`config.mk`:
```
export PLATFORM = sky130hd
export DESIGN_NAME = rtc_control_module
export DESIGN_NICKNAME = d
export VERILOG_FILES = /design/src/rtl/rtc_control_module.sv
export SDC_FILE = /design/constraint.sdc
export NUM_CORES = 1
export LEC_CHECK = 0
export BUFFER_PORTS_ARGS = -buffer_cell sky130_fd_sc_hd__buf_2
export CAP_MARGIN = 25
export CELL_PAD_IN_SITES_DETAIL_PLACEMENT = 1
export CELL_PAD_IN_SITES_GLOBAL_PLACEMENT = 1
export CORE_ASPECT_RATIO = 2
export CORE_MARGIN = 2
export CORE_UTILIZATION = 25
export CTS_CLUSTER_SIZE = 28
export DETAILED_ROUTE_END_ITERATION = 8
export PLACE_DENSITY = 0.61
export SYNTH_ARGS = -nofsm -noshare
export SYNTH_HDL_FRONTEND = slang
export SYNTH_SLANG_ARGS = --single-unit
```
`constraint.sdc`:
```
create_clock -name CLK -period 5.35 [get_ports CLK]
set_input_delay 0.535 -clock CLK [delete_from_list [all_inputs] [get_ports CLK]]
set_output_delay 0.535 -clock CLK [all_outputs]
set_load 0.05 [all_outputs]
```
`src/rtl/rtc_control_module.sv`:
```
// rtc_control_module
// Command sequencer for the DS1302 serial-access block (function_module).
// After reset it clears write protect and loads INIT_* as the time. It then
// reads seconds/minutes/hours every POLL_CYCLES clocks and serves host
// time-set requests between polls.
//
// Ports
//   CLK, RSTn                      clock, synchronous active-low reset
//   set_req, set_sec/min/hour      host time-set request and BCD values
//   func_done_sig, read_data       completion pulse / read result from function_module
//   func_start_sig, words_addr,
//   write_data                     command to function_module (10 write, 01 read)
//   time_sec/min/hour, time_valid  last polled BCD time and its update pulse
//   set_ack                        pulse when a set sequence has completed
//   busy                           high whenever the sequencer is not idle
//   err                            pulse when a transaction times out
module rtc_control_module #(
    parameter int unsigned POLL_CYCLES = 50_000_000,
    parameter int unsigned TIMEOUT     = 4096,
    parameter logic [7:0]  INIT_SEC    = 8'h00,
    parameter logic [7:0]  INIT_MIN    = 8'h00,
    parameter logic [7:0]  INIT_HOUR   = 8'h12
) (
    input  logic       CLK,
    input  logic       RSTn,
    input  logic       set_req,
    input  logic [7:0] set_sec,
    input  logic [7:0] set_min,
    input  logic [7:0] set_hour,
    input  logic       func_done_sig,
    input  logic [7:0] read_data,
    output logic [1:0] func_start_sig,
    output logic [7:0] words_addr,
    output logic [7:0] write_data,
    output logic [7:0] time_sec,
    output logic [7:0] time_min,
    output logic [7:0] time_hour,
    output logic       time_valid,
    output logic       set_ack,
    output logic       busy,
    output logic       err
);
    localparam int PW = (POLL_CYCLES > 1) ? $clog2(POLL_CYCLES) : 1;
    localparam int TW = $clog2(TIMEOUT + 1);
    localparam logic [PW-1:0] POLL_RELOAD = PW'(POLL_CYCLES - 1);
    localparam logic [TW-1:0] TO_LAST     = TW'(TIMEOUT - 1);
    localparam logic [1:0] CMD_IDLE = 2'b00;
    localparam logic [1:0] CMD_WR   = 2'b10;
    localparam logic [1:0] CMD_RD   = 2'b01;

    typedef enum logic [3:0] {
        S_INIT_WP, S_INIT_SEC, S_INIT_MIN, S_INIT_HOUR, S_IDLE,
        S_RD_SEC, S_RD_MIN, S_RD_HOUR, S_UPDATE,
        S_SET_WP, S_SET_SEC, S_SET_MIN, S_SET_HOUR, S_SET_DONE
    } state_t;

    state_t        state_reg, state_next, succ_state, cmd_state;
    logic [1:0]    start_reg, start_next, cmd_start;
    logic [7:0]    addr_reg, addr_next, cmd_addr;
    logic [7:0]    data_reg, data_next, cmd_data;
    logic          issued_reg, issued_next;
    logic [TW-1:0] tcnt_reg, tcnt_next;
    logic [PW-1:0] poll_reg, poll_next;
    logic [7:0]    lat_sec_reg, lat_sec_next, lat_min_reg, lat_min_next, lat_hour_reg, lat_hour_next;
    logic [7:0]    shadow_sec_reg, shadow_sec_next, shadow_min_reg, shadow_min_next;
    logic [7:0]    tsec_reg, tsec_next, tmin_reg, tmin_next, thour_reg, thour_next;
    logic          time_valid_reg, time_valid_next, set_ack_reg, set_ack_next;
    logic          busy_reg, busy_next, err_reg, err_next;
    logic          in_init;

    assign in_init = (state_reg == S_INIT_WP) || (state_reg == S_INIT_SEC) ||
                     (state_reg == S_INIT_MIN) || (state_reg == S_INIT_HOUR);

    // Command belonging to a state. From IDLE the command of the state being
    // entered is issued on the same edge, so a burst starts without a dead cycle.
    assign cmd_state = (state_reg == S_IDLE) ? (set_req ? S_SET_WP : S_RD_SEC) : state_reg;

    always_comb begin
        cmd_start = CMD_IDLE;
        cmd_addr  = 8'h00;
        cmd_data  = 8'h00;
        case (cmd_state)
            S_INIT_WP, S_SET_WP: begin cmd_start = CMD_WR; cmd_addr = 8'h8E; end
            // Seconds bit 7 is clock-halt; it is always written as 0.
            S_INIT_SEC:  begin cmd_start = CMD_WR; cmd_addr = 8'h80; cmd_data = {1'b0, INIT_SEC[6:0]}; end
            S_INIT_MIN:  begin cmd_start = CMD_WR; cmd_addr = 8'h82; cmd_data = INIT_MIN; end
            S_INIT_HOUR: begin cmd_start = CMD_WR; cmd_addr = 8'h84; cmd_data = INIT_HOUR; end
            S_SET_SEC:   begin cmd_start = CMD_WR; cmd_addr = 8'h80; cmd_data = {1'b0, lat_sec_reg[6:0]}; end
            S_SET_MIN:   begin cmd_start = CMD_WR; cmd_addr = 8'h82; cmd_data = lat_min_reg; end
            S_SET_HOUR:  begin cmd_start = CMD_WR; cmd_addr = 8'h84; cmd_data = lat_hour_reg; end
            S_RD_SEC:    begin cmd_start = CMD_RD; cmd_addr = 8'h81; end
            S_RD_MIN:    begin cmd_start = CMD_RD; cmd_addr = 8'h83; end
            S_RD_HOUR:   begin cmd_start = CMD_RD; cmd_addr = 8'h85; end
            default: ;
        endcase
    end

    always_comb begin
        succ_state = S_IDLE;
        case (state_reg)
            S_INIT_WP:   succ_state = S_INIT_SEC;
            S_INIT_SEC:  succ_state = S_INIT_MIN;
            S_INIT_MIN:  succ_state = S_INIT_HOUR;
            S_RD_SEC:    succ_state = S_RD_MIN;
            S_RD_MIN:    succ_state = S_RD_HOUR;
            S_RD_HOUR:   succ_state = S_UPDATE;
            S_SET_WP:    succ_state = S_SET_SEC;
            S_SET_SEC:   succ_state = S_SET_MIN;
            S_SET_MIN:   succ_state = S_SET_HOUR;
            S_SET_HOUR:  succ_state = S_SET_DONE;
            default:     succ_state = S_IDLE;
        endcase
    end

    always_comb begin
        state_next      = state_reg;
        start_next      = start_reg;
        addr_next       = addr_reg;
        data_next       = data_reg;
        issued_next     = issued_reg;
        tcnt_next       = tcnt_reg;
        poll_next       = poll_reg;
        lat_sec_next    = lat_sec_reg;
        lat_min_next    = lat_min_reg;
        lat_hour_next   = lat_hour_reg;
        shadow_sec_next = shadow_sec_reg;
        shadow_min_next = shadow_min_reg;
        tsec_next       = tsec_reg;
        tmin_next       = tmin_reg;
        thour_next      = thour_reg;
        time_valid_next = 1'b0;
        set_ack_next    = 1'b0;
        err_next        = 1'b0;
        case (state_reg)
            S_IDLE: begin
                if (set_req || poll_reg == '0) begin
                    state_next  = set_req ? S_SET_WP : S_RD_SEC;
                    start_next  = cmd_start;
                    addr_next   = cmd_addr;
                    data_next   = cmd_data;
                    issued_next = 1'b1;
                    tcnt_next   = '0;
                    if (set_req) begin
                        lat_sec_next  = set_sec;
                        lat_min_next  = set_min;
                        lat_hour_next = set_hour;
                    end
                end else begin
                    poll_next = poll_reg - PW'(1);
                end
            end
            S_UPDATE: begin
                poll_next  = POLL_RELOAD;
                state_next = S_IDLE;
            end
            S_SET_DONE: begin
                poll_next  = '0;  // next IDLE cycle starts a read-back
                state_next = S_IDLE;
            end
            default: begin
                if (!issued_reg) begin
                    start_next  = cmd_start;
                    addr_next   = cmd_addr;
                    data_next   = cmd_data;
                    issued_next = 1'b1;
                    tcnt_next   = '0;
                end else if (func_done_sig) begin
                    start_next  = CMD_IDLE;
                    issued_next = 1'b0;
                    state_next  = succ_state;
                    case (state_reg)
                        S_RD_SEC: shadow_sec_next = read_data;
                        S_RD_MIN: shadow_min_next = read_data;
                        // Hours go straight to the output together with the
                        // two shadows, so time_valid lands in the UPDATE cycle.
                        S_RD_HOUR: begin
                            tsec_next       = shadow_sec_reg;
                            tmin_next       = shadow_min_reg;
                            thour_next      = read_data;
                            time_valid_next = 1'b1;
                        end
                        S_SET_HOUR: set_ack_next = 1'b1;
                        default: ;
                    endcase
                end else if (tcnt_reg == TO_LAST) begin
                    start_next  = CMD_IDLE;
                    issued_next = 1'b0;
                    err_next    = 1'b1;
                    state_next  = in_init ? S_INIT_WP : S_IDLE;
                end else begin
                    tcnt_next = tcnt_reg + TW'(1);
                end
            end
        endcase
        busy_next = (state_next != S_IDLE);
    end

    always_ff @(posedge CLK) begin
        if (!RSTn) begin
            state_reg      <= S_INIT_WP;
            start_reg      <= CMD_IDLE;
            addr_reg       <= 8'h00;
            data_reg       <= 8'h00;
            issued_reg     <= 1'b0;
            tcnt_reg       <= '0;
            poll_reg       <= POLL_RELOAD;
            lat_sec_reg    <= 8'h00;
            lat_min_reg    <= 8'h00;
            lat_hour_reg   <= 8'h00;
            shadow_sec_reg <= 8'h00;
            shadow_min_reg <= 8'h00;
            tsec_reg       <= 8'h00;
            tmin_reg       <= 8'h00;
            thour_reg      <= 8'h00;
            time_valid_reg <= 1'b0;
            set_ack_reg    <= 1'b0;
            busy_reg       <= 1'b0;
            err_reg        <= 1'b0;
        end else begin
            state_reg      <= state_next;
            start_reg      <= start_next;
            addr_reg       <= addr_next;
            data_reg       <= data_next;
            issued_reg     <= issued_next;
            tcnt_reg       <= tcnt_next;
            poll_reg       <= poll_next;
            lat_sec_reg    <= lat_sec_next;
            lat_min_reg    <= lat_min_next;
            lat_hour_reg   <= lat_hour_next;
            shadow_sec_reg <= shadow_sec_next;
            shadow_min_reg <= shadow_min_next;
            tsec_reg       <= tsec_next;
            tmin_reg       <= tmin_next;
            thour_reg      <= thour_next;
            time_valid_reg <= time_valid_next;
            set_ack_reg    <= set_ack_next;
            busy_reg       <= busy_next;
            err_reg        <= err_next;
        end
    end

    assign func_start_sig = start_reg;
    assign words_addr     = addr_reg;
    assign write_data     = data_reg;
    assign time_sec       = tsec_reg;
    assign time_min       = tmin_reg;
    assign time_hour      = thour_reg;
    assign time_valid     = time_valid_reg;
    assign set_ack        = set_ack_reg;
    assign busy           = busy_reg;
    assign err            = err_reg;
endmodule
```
==> run summary <==
outcome = finished clean
Yosys reg bits = 130
drt initial violations = 155
max reg flops = 26
Critical Path Source Type = flop
first-pass GRT wire length = 28.4 mm
# IOs = 82
Post-CTS Hold Fix Bufs = 0
warnings from Yosys = 0
Fmax = 286 MHz
Primary FF master, synth = dfxtp_1
Fillers = 2777
Design Area, Final = 7030 um^2
first-pass iteration count of the detailed router = 4
Synth async-reset ratio = 0%
initial antenna violation count = 0
Critical Path Start = poll_reg[0]
Post-synth EDFFs = 0
CP max-delay cell = or4_1
Longest Clk Path Bufs = 2
clk_skew = 0.00547 ns
R2R cell count = 13
pin count of the biggest net entering global routing = 74
commonest non-fill, non-tap cell in the layout = dfxtp_1
layout cell share with drive strength beyond 1 = 17.1%
Most common cell on crit path = inv_1
R2R Path Start = poll_reg[0]
Post-Syn Area = 5760 um^2
Max Cap Viol = 0
Layout Area Growth over Synthesis = 22.0%
CP arrival = 3.80 ns
count of input and output buffers = 77
CP Class = flop to flop
DR WL/cell = 16.6 um
DRT antenna net count = 0
clock transition at the registers of the reported paths = 0.06 ns
total track usage = 14.8%
worst hold start = set_min[6]
most frequent cells in the layout = dfxtp_1, nand2_1, buf_2
Slew @ Worst Pin = 0.994 ns
Die H = 219 um
peak supply drop = 267 uV
routed vias = 5163
Worst-Skew Late Latency = 0.43 ns
cts bufs inserted = 17
# rows = 78
RSZ-0062 raised after global routing = false
register-to-register setup slack = 1.85 ns
Diodes inserted = 0
Post-Route WL = 17.4 mm
Via-to-Cell Ratio = 4.94
vias in the first global route = 5400
final setup TNS = 0 ns
Slew Limit Fails = 0
placed instance area = 6400 um^2
total global routing overflow = 0
post-route minimum period = 3.50 ns
final hold violation count = 0
post-synth cell types = 64
sequential cell area fraction in the yosys report = 45.2%
worst path cell trace = inv_1 -> ha_1 -> or4b_4 -> or4_1 -> o21a_1 -> buf_4 -> nor3_1 -> inv_1 -> ha_1 -> inv_1 -> nor2_1 -> a21oi_1 -> a22oi_1
FF-to-FF End = succ_state[0]
CTS tree = yes
Initial Utilization = 25.4%
clk root buf = clkbuf_16
worst rel slew slack = 33.7%
chip width = 111 um
Syn Inst Count = 693
worst hold path depth = 3
Req. time, crit path = 5.65 ns
cts repair resizes = 0
Core Area = 22600 um^2
die area = 24400 um^2
Nets = 795
CTS sink cnt = 130
Leak Pwr = 0.00256 uW
PwrDens = 481 nW/um^2
Worst Hold Class = input pin to flop
Placer Congestion = 0.793
Setup-failing EPs final = 0
DRC = 0
H-tree Lvls = 4
Synth Area per Inst = 8.31 um^2
Setup Fix Bufs, Post-CTS = 0
crit-path max cell delay = 0.62 ns
Critical Path Sink Type = flop
post-route clock period utilization = 65.4%
CP max FO = 20
WHS Endpoint = lat_min_reg[6]
post-DP HPWL = 12.6 mm
==> metal layers <==
metal	vias up	global-route usage, %	part of all wire (%)
met5	-	0	0
li1	2552	-	-
met1	2492	14.4	37
met2	85	28.6	56
met4	0	7.45	3.4
met3	34	3.44	3.3
==> synthesized netlist by cell type (11+ instances only) <==
library cell / instances / share of area, %
mux2i_1: 24 / 4.2
clkbuf_1: 39 / 2.5
dfxtp_1: 130 / 45
inv_1: 11 / 0.72
nand3_1: 15 / 1.3
xnor2_1: 19 / 2.9
or3_1: 12 / 1.3
nor2_1: 67 / 4.4
nand2_1: 119 / 7.8
a21oi_1: 73 / 6.3
o21ai_0: 28 / 2.4
nor4_1: 14 / 1.5
or4_1: 11 / 1.4
==> cell families after synthesis <==
logic type	synth area share (%)
adders and majority gates	1.52
xor gates and xnor gates	3.95
and+or+nand+nor	23.4
buffers and inverters	4.17
AOI/OAI and AO/OA	17.6
muxes	4.17
other	0.0651
DFF	45.2
==> critical path: cells and delay by family (launching register included) <==
kind	cells	cell delay (ns)
adders and majority gates	2	0.41
DFF	1	0.34
buffers and inverters	4	0.52
and+or+nand+nor	4	1.59
AOI/OAI and AO/OA	3	0.51
==> how the worst max path moves through the flow <==
stage | endpoint | slack [ns]
3_5_place_dp | succ_state[0] | 1.83
4_1_cts | succ_state[0] | 1.83
2_1_floorplan | succ_state[0] | 2.32
6_report | succ_state[0] | 1.85
5_1_grt | succ_state[0] | 1.55
3_3_place_gp | succ_state[2] | 1.91
==> cell type report <==
| type | count | area, um^2 | area share [%] |
|---|---|---|---|
| Multi-Input combinational cell | 505 | 2940 | 41.8 |
| Inverter | 11 | 41.3 | 0.587 |
| Tap cell | 280 | 350 | 4.98 |
| Timing Repair Buffer | 87 | 463 | 6.58 |
| Clock inverter | 14 | 203 | 2.88 |
| Clock buffer | 18 | 429 | 6.10 |
| Sequential cell | 130 | 2600 | 37.0 |
==> power breakdown <==
group	internal, uW	leakage [uW]	switching, uW
sequential	1090	0.00105	131
clock	787	0.000306	466
combinational	301	0.00120	612
total	2170	0.00256	1210
==> through the flow <==
step / total power [uW] / worst slack [ns] / util, % / hold slack [ns] / cells
2_1_floorplan: 1870 / 2.32 / - / 0.431 / 695
3_3_place_gp: 2140 / 1.91 / 28.2 / 0.434 / 1011
3_5_place_dp: 2160 / 1.83 / 28.3 / 0.442 / 1013
4_1_cts: 3440 / 1.83 / 31.1 / 0.318 / 1045
5_1_grt: 3590 / 1.55 / 31.1 / 0.336 / 1045
6_report: 3380 / 1.85 / 31.1 / 0.339 / 1045
(Power assumes the default switching activity.)
